`src/rtl/spram_fifo_ctrl.sv`:
```
// Byte FIFO controller in front of a 64x8 single-port RAM: one RAM access per cycle,
// alternating write/read grants under contention, read data staged in an output register.
module spram_fifo_ctrl #(
  parameter int DEPTH = 64
) (
  input  logic       clk,
  input  logic       rst_n,
  input  logic       wr_valid,
  input  logic [7:0] wr_data,
  output logic       wr_ready,
  output logic       rd_valid,
  output logic [7:0] rd_data,
  input  logic       rd_ready,
  output logic [6:0] count,
  output logic       full,
  output logic       empty,
  output logic [7:0] ram_data,
  output logic [5:0] ram_addr,
  output logic       ram_we,
  input  logic [7:0] ram_q
);

  typedef enum logic {IDLE, FETCH} rd_st_e;

  rd_st_e     st, st_nxt;
  logic [5:0] wptr, rptr;
  logic       last_grant;   // 0 = write won last, 1 = read won last
  logic       rd_req, wr_req, rd_gnt, wr_gnt;

  assign full  = (count == 7'(DEPTH));
  assign empty = (count == 7'd0) && (st == IDLE) && !rd_valid;

  always_comb begin
    rd_req   = 1'b0;
    wr_req   = 1'b0;
    rd_gnt   = 1'b0;
    wr_gnt   = 1'b0;
    st_nxt   = IDLE;
    ram_we   = 1'b0;
    ram_addr = rptr;
    ram_data = wr_data;
    wr_ready = 1'b0;
    if (rst_n) begin
      rd_req = (count != 7'd0) && (st == IDLE) && (!rd_valid || rd_ready);
      wr_req = wr_valid && !full;
      // Under contention the side that lost last time wins.
      rd_gnt = rd_req && (!wr_req || !last_grant);
      wr_gnt = wr_req && !rd_gnt;
      st_nxt = rd_gnt ? FETCH : IDLE;
      wr_ready = !full && !rd_gnt;
      if (wr_gnt) begin
        ram_we   = 1'b1;
        ram_addr = wptr;
      end
    end
  end

  always_ff @(posedge clk) begin
    if (!rst_n) begin
      st         <= IDLE;
      wptr       <= '0;
      rptr       <= '0;
      count      <= '0;
      last_grant <= 1'b1;
      rd_valid   <= 1'b0;
      rd_data    <= 8'h00;
    end else begin
      st <= st_nxt;
      if (wr_gnt) begin
        wptr       <= wptr + 6'd1;
        count      <= count + 7'd1;
        last_grant <= 1'b0;
      end else if (rd_gnt) begin
        rptr       <= rptr + 6'd1;
        count      <= count - 7'd1;
        last_grant <= 1'b1;
      end
      // A completing fetch reloads the register even if the consumer takes it now.
      if (st == FETCH) begin
        rd_data  <= ram_q;
        rd_valid <= 1'b1;
      end else if (rd_valid && rd_ready) begin
        rd_valid <= 1'b0;
      end
    end
  end

endmodule

```
`config.mk`:
```
export PLATFORM = sky130hd
export DESIGN_NAME = spram_fifo_ctrl
export DESIGN_NICKNAME = d
export VERILOG_FILES = /design/src/rtl/spram_fifo_ctrl.sv
export SDC_FILE = /design/constraint.sdc
export NUM_CORES = 1
export LEC_CHECK = 0
export CELL_PAD_IN_SITES_DETAIL_PLACEMENT = 1
export CELL_PAD_IN_SITES_GLOBAL_PLACEMENT = 1
export CORE_ASPECT_RATIO = 1.2
export CORE_MARGIN = 1.5
export CORE_UTILIZATION = 35
export DETAILED_ROUTE_END_ITERATION = 7
export PLACE_DENSITY_LB_ADDON = 0.1
export SETUP_SLACK_MARGIN = 0.05
export SLEW_MARGIN = 20
export SYNTH_ARGS = -nofsm -noshare
export SYNTH_HDL_FRONTEND = slang
export SYNTH_SLANG_ARGS = --single-unit
```
`constraint.sdc`:
```
create_clock -name clk -period 9.3 [get_ports clk]
set_clock_uncertainty 0.2 [all_clocks]
set_input_delay 1.86 -clock clk [delete_from_list [all_inputs] [get_ports clk]]
set_output_delay 1.86 -clock clk [all_outputs]
set_load 0.05 [all_outputs]
```
Word level (Yosys, flattened, before mapping). Index checks and enable logic that the tools add are counted.

Bits in registers: 30. Output and inout bits: 34. Logic and storage cells: 49.

Bitwise operators: 2. Reduce and logical (&&, ||, !) cells: 21. Equal/unequal tests: 1. Multiplexer cells: 14. Add/subtract/negate cells: 4.

Operators by type and width (count): $mux 7 (2); $add 6x1->6 const B (2); $mux 6 (2); $mux 1 (10); $logic_and 1x1->1 (9); $add 7x1->7 const B (1); $eq 7x7->1 const B (1); $logic_not 7->1 (1); $reduce_bool 7->1 (1); $sub 7x1->7 const B (1); $logic_not 1->1 (5); $reduce_bool 2->1 (2); $logic_or 1x1->1 (2); $not 1->1 (2); $reduce_and 2->1 (1).

Longest topological paths before layout.
Word-level depth: 11. Mapped depth: 10. Gate-level depth less buffers: 9.

Worst setup path after synthesis. Ideal clock, no wire load.

Kind: in2out. Start: in rd_ready. End: out wr_ready. Data arrival time: 3515 ps. Path slack: 3725 ps. Path buffers: 1. Stages on the path: 5. Required time: 7240 ps. Path through: nor2b_1 -> a211oi_1 -> and2_1 -> buf_2 -> nor3_1.

Word-level cells in the longest chain between the ends: 6.

RTL lines: from (decl) (RTL line 13) `input logic rd_ready,`; $logic_or 1x1->1 (RTL line 44) `rd_req = (count != 7'd0) && (st == IDLE) && (!rd_valid || rd_ready);`; $logic_and 1x1->1 (RTL line 44); $logic_and 1x1->1 (RTL line 47) `rd_gnt = rd_req && (!wr_req || !last_grant);`; $logic_not 1->1 (RTL line 50) `wr_ready = !full && !rd_gnt;`; $logic_and 1x1->1 (RTL line 50); $mux 1 (RTL line 43) `if (rst_n) begin`; to (decl) (RTL line 10) `output logic wr_ready,`.

Every way passes these cells.

Worst setup path after layout.
Start: in rst_n. End: out ram_addr[3].

Word-level cells in the longest chain between the ends: 1.

RTL lines: from (decl) (RTL line 7) `input logic rst_n,`; $mux 6 (RTL line 43); to (decl) (RTL line 18) `output logic [5:0] ram_addr,`.

Every way passes these cells.

==> flow_summary_export.csv <==
group,metric,value,unit
cts,cts_resized,0,
place,dp_slack,2.00,ns
timing,hold_viol,0,
timing,timing.hold.ws,0.304,ns
cts,cts_buffers,5,
route,dr_total_vias,1411,
synth,synth.avg_cell_area,8.81,µm²
worst_setup_path,crit_path_start_kind,"input pin",
timing,max_freq,137,MHz
place,dp_hpwl,3.15,mm
cts,htreeDepth,2,
grt,grt_max_degree,25,
route,dr.pass1.iters,3,
run,drv_cap,0,
timing,setup_violations,0,
cts,clkTransAtPathRegs,0.06,ns
cts,tritoncts,"built",
grt,grt_antenna_before_repair,0,
timing,maxSlewViolCount,0,
die,pin_count,54,
power_and_ir_drop,powerDensity,371,mW/mm²
synth,yosys_warnings,0,
worst_setup_path,crit_cells,7,
timing,fin_ws,2.02,ns
cts,cts_hold_buf,0,
die,die_h,77.1,µm
die,initial_core_util,0.370,
die,fp.coreArea,0.00433,mm²
route,ant_nets,0,
worst_setup_path,crit_type,"in -> out",
worst_setup_path,crit_buf_inv,4,
final_layout,nFillCells,503,
die,die_w,64.8,µm
cts,clk_latency,0.28,ns
final_layout,final_util,0.478,
final_layout,drive_gt1_frac,0.0427,
timing,rsz0062_at_grt,"no",
timing,tightest_slew,0.871,ns
power_and_ir_drop,ir_drop,0.000189,V
route,routed_wirelength,4.12,mm
timing,period_minus_slack,7.28,ns
grt,grt_pass1_vias,1491,
route,avgViaCountPerCell,5.28,
cts,cts_buffer_depth,2,
grt,grt.overflow.total,0,
worst_setup_path,path_cells,"clkdlybuf4s50_1 -> inv_1 -> a311o_1 -> inv_1 -> nand2_1 -> nand2_1 -> clkdlybuf4s50_1",
worst_setup_path,r2r_cells,9,
final_layout,nets,240,
worst_setup_path,cp_top_family,"buffers and inverters",
synth,synth_cells,182,
worst_hold_path,hold_path_depth,2,
final_layout,instances_no_fill,267,
place,io_buffers,37,
synth,yosysSeqAreaShare,0.375,
cts,numClockSinks,30,
power_and_ir_drop,leakage,0.876,nW
worst_setup_path,slowest_stage,"a311o_1",
cts,root_buffer,"clkbuf_8",
timing,fin_crit_sh,0.783,
grt,grt_util_all_layers,0.181,
die,fp-row-count,26,
synth,synth_area,0.00160,mm²
worst_hold_path,hold_class,"reg -> reg",
grt,grt_pass1_wl,7.07,mm
worst_setup_path,cp_slowest_stage_delay,0.73,ns
final_layout,antenna_cells,0,
worst_setup_path,cp.arrival,5.22,ns
cts,cts_setup_buffers,0,
timing,tns,0,ns
worst_setup_path,crit_path_end_kind,"output pin",
worst_setup_path,cp_max_fo,24,
route,drc,0,
synth,syn-num-nets,211,
synth,ys_types,39,
place,dp_cells,260,
timing,slew-limit-headroom,0.419,
die,die-area,0.00500,mm²
worst_setup_path,cp.required,7.24,ns
route,wl_per_cell,15.4,µm
final_layout,syn2layout_area_growth,29.0,%
synth,ys_ff_latch,30,
outcome,status,"finished clean",
route,drt_first_iter_violations,25,
place,gp_congestion,0.777,
==> layer usage <==
metal | up-vias | GRT usage | routed length, µm
met5 | - | 0 | 0
met4 | 0 | 0.0638 | 60
met3 | 7 | 0.0528 | 133
met2 | 29 | 0.327 | 2220
met1 | 689 | 0.195 | 1710
li1 | 686 | - | -
==> cell families (layout without fill, tap and decap cells) <==
family                   after synthesis  in the layout  share of synthesized area
adder cells (fa/ha/maj)                9              9                     0.0749
AND/OR/NAND/NOR                       72             72                      0.212
multiplexers                          17             17                      0.106
flip-flops                            30             30                      0.375
AO/OA/AOI/OAI                         25             25                      0.113
XOR/XNOR                              10             10                     0.0546
buffers and inverters                 19             48                     0.0648
==> worst reg2reg max path, delay by kind of cell, from the launching register on <==
family / cells / cell delay (ns)
flip-flops: 1 / 0.40
multiplexers: 1 / 0.14
adder cells (fa/ha/maj): 1 / 0.55
AND/OR/NAND/NOR: 2 / 0.94
AO/OA/AOI/OAI: 5 / 1.62
==> worst paths after layout <==
| kind | end | from | slack (ns) |
|---|---|---|---|
| worst min register to register | rd_data[5] | rd_data[5] | 0.30 |
| worst min-delay path | rd_data[5] | rd_data[5] | 0.30 |
| worst max register to register | count[6] | count[0] | 5.33 |
| worst max-delay path | ram_addr[3] | rst_n | 2.02 |
==> cell usage in the layout (no fill, tap or decap), types with 5 or more instances in the layout <==
cell	netlist	layout
a21oi_1	5	5
clkbuf_8	0	6
clkdlybuf4s50_1	0	37
dfxtp_1	30	30
ha_1	8	8
mux2i_1	17	17
nand2_1	26	26
nand3_1	5	5
nor2_1	21	21
xor2_1	6	6
==> registers in the layout (all words and copies together) (netlist names) <==
register    flops
rd_valid        1
st              1
count           7
wptr            6
rptr            6
rd_data         8
last_grant      1
==> synthesized netlist by cell type (all sizes together) <==
cell    number  area [µm²]
o21bai       2        15.0
buf         11        73.8
mux2i       17         170
nor3b        1        7.51
o31ai        2        15.0
or4          2        15.0
nand3        5        25.0
or3          1        11.3
o221ai       1        8.76
o21ai        3        15.0
nand4        3        18.8
a21o         2        15.0
and4b        1        10.0
nand2b       2        12.5
a211oi       3        22.5
a311o        2        20.0
nor3         2        10.0
nand2       26        97.6
nor4b        1        8.76
nor2        21        78.8
a21oi        5        25.0
o311a        1        10.0
inv          4        15.0
nor4         2        12.5
clkbuf       4        15.0
and3         2        12.5
fa           1        20.0
dfxtp       30         601
ha           8         100
nor2b        1        6.26
a211o        1        8.76
xnor2        4        35.0
xor2         6        52.6
a21bo        1        10.0
o211ai       1        7.51
and2         2        12.5
o311ai       1        8.76
==> cell type report <==
type                    count  area [µm²]  area share
clock buffers               6        82.6      0.0400
clock inverters             1        30.0      0.0145
inverters                   4        15.0     0.00726
multi-input cells         133         898       0.435
flip-flops and latches     30         601       0.291
well taps                  56        70.1      0.0339
repair buffers             37         370       0.179
==> power by group <==
group          internal (mW)  switching, mW  leakage, nW
Clock                 0.0856         0.0487       0.0573
Combinational          0.169          0.254        0.573
Sequential             0.161         0.0490        0.245
Total                  0.415          0.352        0.876
==> through the flow <==
| stage | instance area [µm²] | total power, mW |
|---|---|---|
| after global routing | 2070 | 0.817 |
| after detailed placement | 1950 | 0.638 |
| after CTS | 2070 | 0.774 |
| final | 2070 | 0.767 |
| after global placement | 1950 | 0.625 |
| after floorplan | 1600 | 0.527 |
Power figures use the tool's default switching activity.
==> RTL change: new RTL, config.mk and constraints unchanged <==
Put one more register stage on the output `count`, cleared by the reset. The value now appears one clock later. The other outputs are not delayed to match.
--- a/src/rtl/spram_fifo_ctrl.sv
+++ b/src/rtl/spram_fifo_ctrl.sv
@@ -22,13 +22,15 @@
 
   typedef enum logic {IDLE, FETCH} rd_st_e;
 
+  logic [6:0] count_s0;
+
   rd_st_e     st, st_nxt;
   logic [5:0] wptr, rptr;
   logic       last_grant;   // 0 = write won last, 1 = read won last
   logic       rd_req, wr_req, rd_gnt, wr_gnt;
 
-  assign full  = (count == 7'(DEPTH));
-  assign empty = (count == 7'd0) && (st == IDLE) && !rd_valid;
+  assign full  = (count_s0 == 7'(DEPTH));
+  assign empty = (count_s0 == 7'd0) && (st == IDLE) && !rd_valid;
 
   always_comb begin
     rd_req   = 1'b0;
@@ -41,7 +43,7 @@
     ram_data = wr_data;
     wr_ready = 1'b0;
     if (rst_n) begin
-      rd_req = (count != 7'd0) && (st == IDLE) && (!rd_valid || rd_ready);
+      rd_req = (count_s0 != 7'd0) && (st == IDLE) && (!rd_valid || rd_ready);
       wr_req = wr_valid && !full;
       // Under contention the side that lost last time wins.
       rd_gnt = rd_req && (!wr_req || !last_grant);
@@ -60,7 +62,7 @@
       st         <= IDLE;
       wptr       <= '0;
       rptr       <= '0;
-      count      <= '0;
+      count_s0   <= '0;
       last_grant <= 1'b1;
       rd_valid   <= 1'b0;
       rd_data    <= 8'h00;
@@ -68,11 +70,11 @@
       st <= st_nxt;
       if (wr_gnt) begin
         wptr       <= wptr + 6'd1;
-        count      <= count + 7'd1;
+        count_s0   <= count_s0 + 7'd1;
         last_grant <= 1'b0;
       end else if (rd_gnt) begin
         rptr       <= rptr + 6'd1;
-        count      <= count - 7'd1;
+        count_s0   <= count_s0 - 7'd1;
         last_grant <= 1'b1;
       end
       // A completing fetch reloads the register even if the consumer takes it now.
@@ -85,5 +87,13 @@
     end
   end
 
+  always_ff @(posedge clk) begin
+    if (!rst_n) begin
+      count <= '0;
+    end else begin
+      count <= count_s0;
+    end
+  end
+
 endmodule
 
Behaviour: not the same (a bounded check fails within 4 cycles, from zero or initial values and one cycle with rst_n low).
==> RTL change against the unedited design <==
Utilization fell by 1.9 points; routed wire length fell by 1.8%; count of clock-buffer cells in the layout rose by 1; sequential cell count rose by 7; first-iteration DRC count rose by 56%; synthesized cell count rose by 4.4%; final area rose by 9.6%; total power fell by 11%; worst setup slack improved by 0.55 ns; synthesized area rose by 12%; largest power group unchanged.
==> RTL change: results (changes against the unedited design) <==
Status
  • Outcome: completed

Layout
  • Count of multi-input gates: 131 (-1.5%)
  • Flip-flop and latch area: 740.7 um2 (+23%)
  • Fillers: 561 (+12%)
  • Clock tree cell share of total cell area: 0.04473 (-0.009753)
  • Area of the multi-input gates: 944.7 um2 (+5.2%)
  • Layout cells sized above 1: 0.1216 (+0.07897)
  • Layout Nets: 250 (+4.2%)
  • Fin cells: 282 (+5.6%)
  • Buffering overhead: 0.1634 (-0.01573)

Logic synthesis
  • Top cells by count, synth: 37 x dfxtp_1, 20 x nor2_1, 12 x nand2_1
  • Adder-cell share of the synthesized area: 0.06676 (-0.008182)
  • Post-synthesis mux area share: 0.09944 (-0.006723)
  • Yosys reg bits: 37 (+23%)

Setup path
  • Max stage delay on crit path: 0.80 ns (+0.07 ns)
  • Worst R2R Setup Slack: 6.11 ns (+0.78 ns)
  • Crit Reg-Reg Startpoint: st
  • Critical Path Fanout Max: 15 (-38%)
  • CP Launch Point: rd_ready
  • CP Capture Point: ram_addr[2]

STA
  • Worst-margin pin slew: 0.9789 ns (+0.1074 ns)

Clocking
  • Clock slew at reported path FFs: 0.08 ns (+0.02 ns)

Global routing
  • GRT Total Usage: 0.1546 (-0.02604)

Placed design
  • Dpl cell area: 2165 um2 (+11%)

Route
  • WL/cell: 14.35 um (-7.1%)
RTL change: cell count changes in the layout (fill, tap and decap cells not counted), moves of 3 or more:
cell	delta
mux2_2	+7
o21ai_0	+6
and2_1	+6
nand2_1	-14
dfxtp_1	+7
mux2i_1	-7
nor3_1	+3
inv_1	+4
RTL change: routing by layer:
layer,vias up,GRT usage,routed length (um)
met5,-,0,0
met4,0,0.06000,51
met3,4,0.03562,147
met2,27,0.2760,2050
met1,687,0.1740,1798
li1,711,-,-
RTL change: worst min-delay path by stage:
stage / from / to / slack (ns)
after global placement: rd_data[1] / rd_data[1] / 0.27
after floorplan: wptr[4] / wptr[4] / 0.25
after global routing: wptr[4] / wptr[4] / 0.31
after detailed placement: rptr[1] / rptr[1] / 0.29
after CTS: rptr[1] / rptr[1] / 0.30
final: rptr[1] / rptr[1] / 0.29
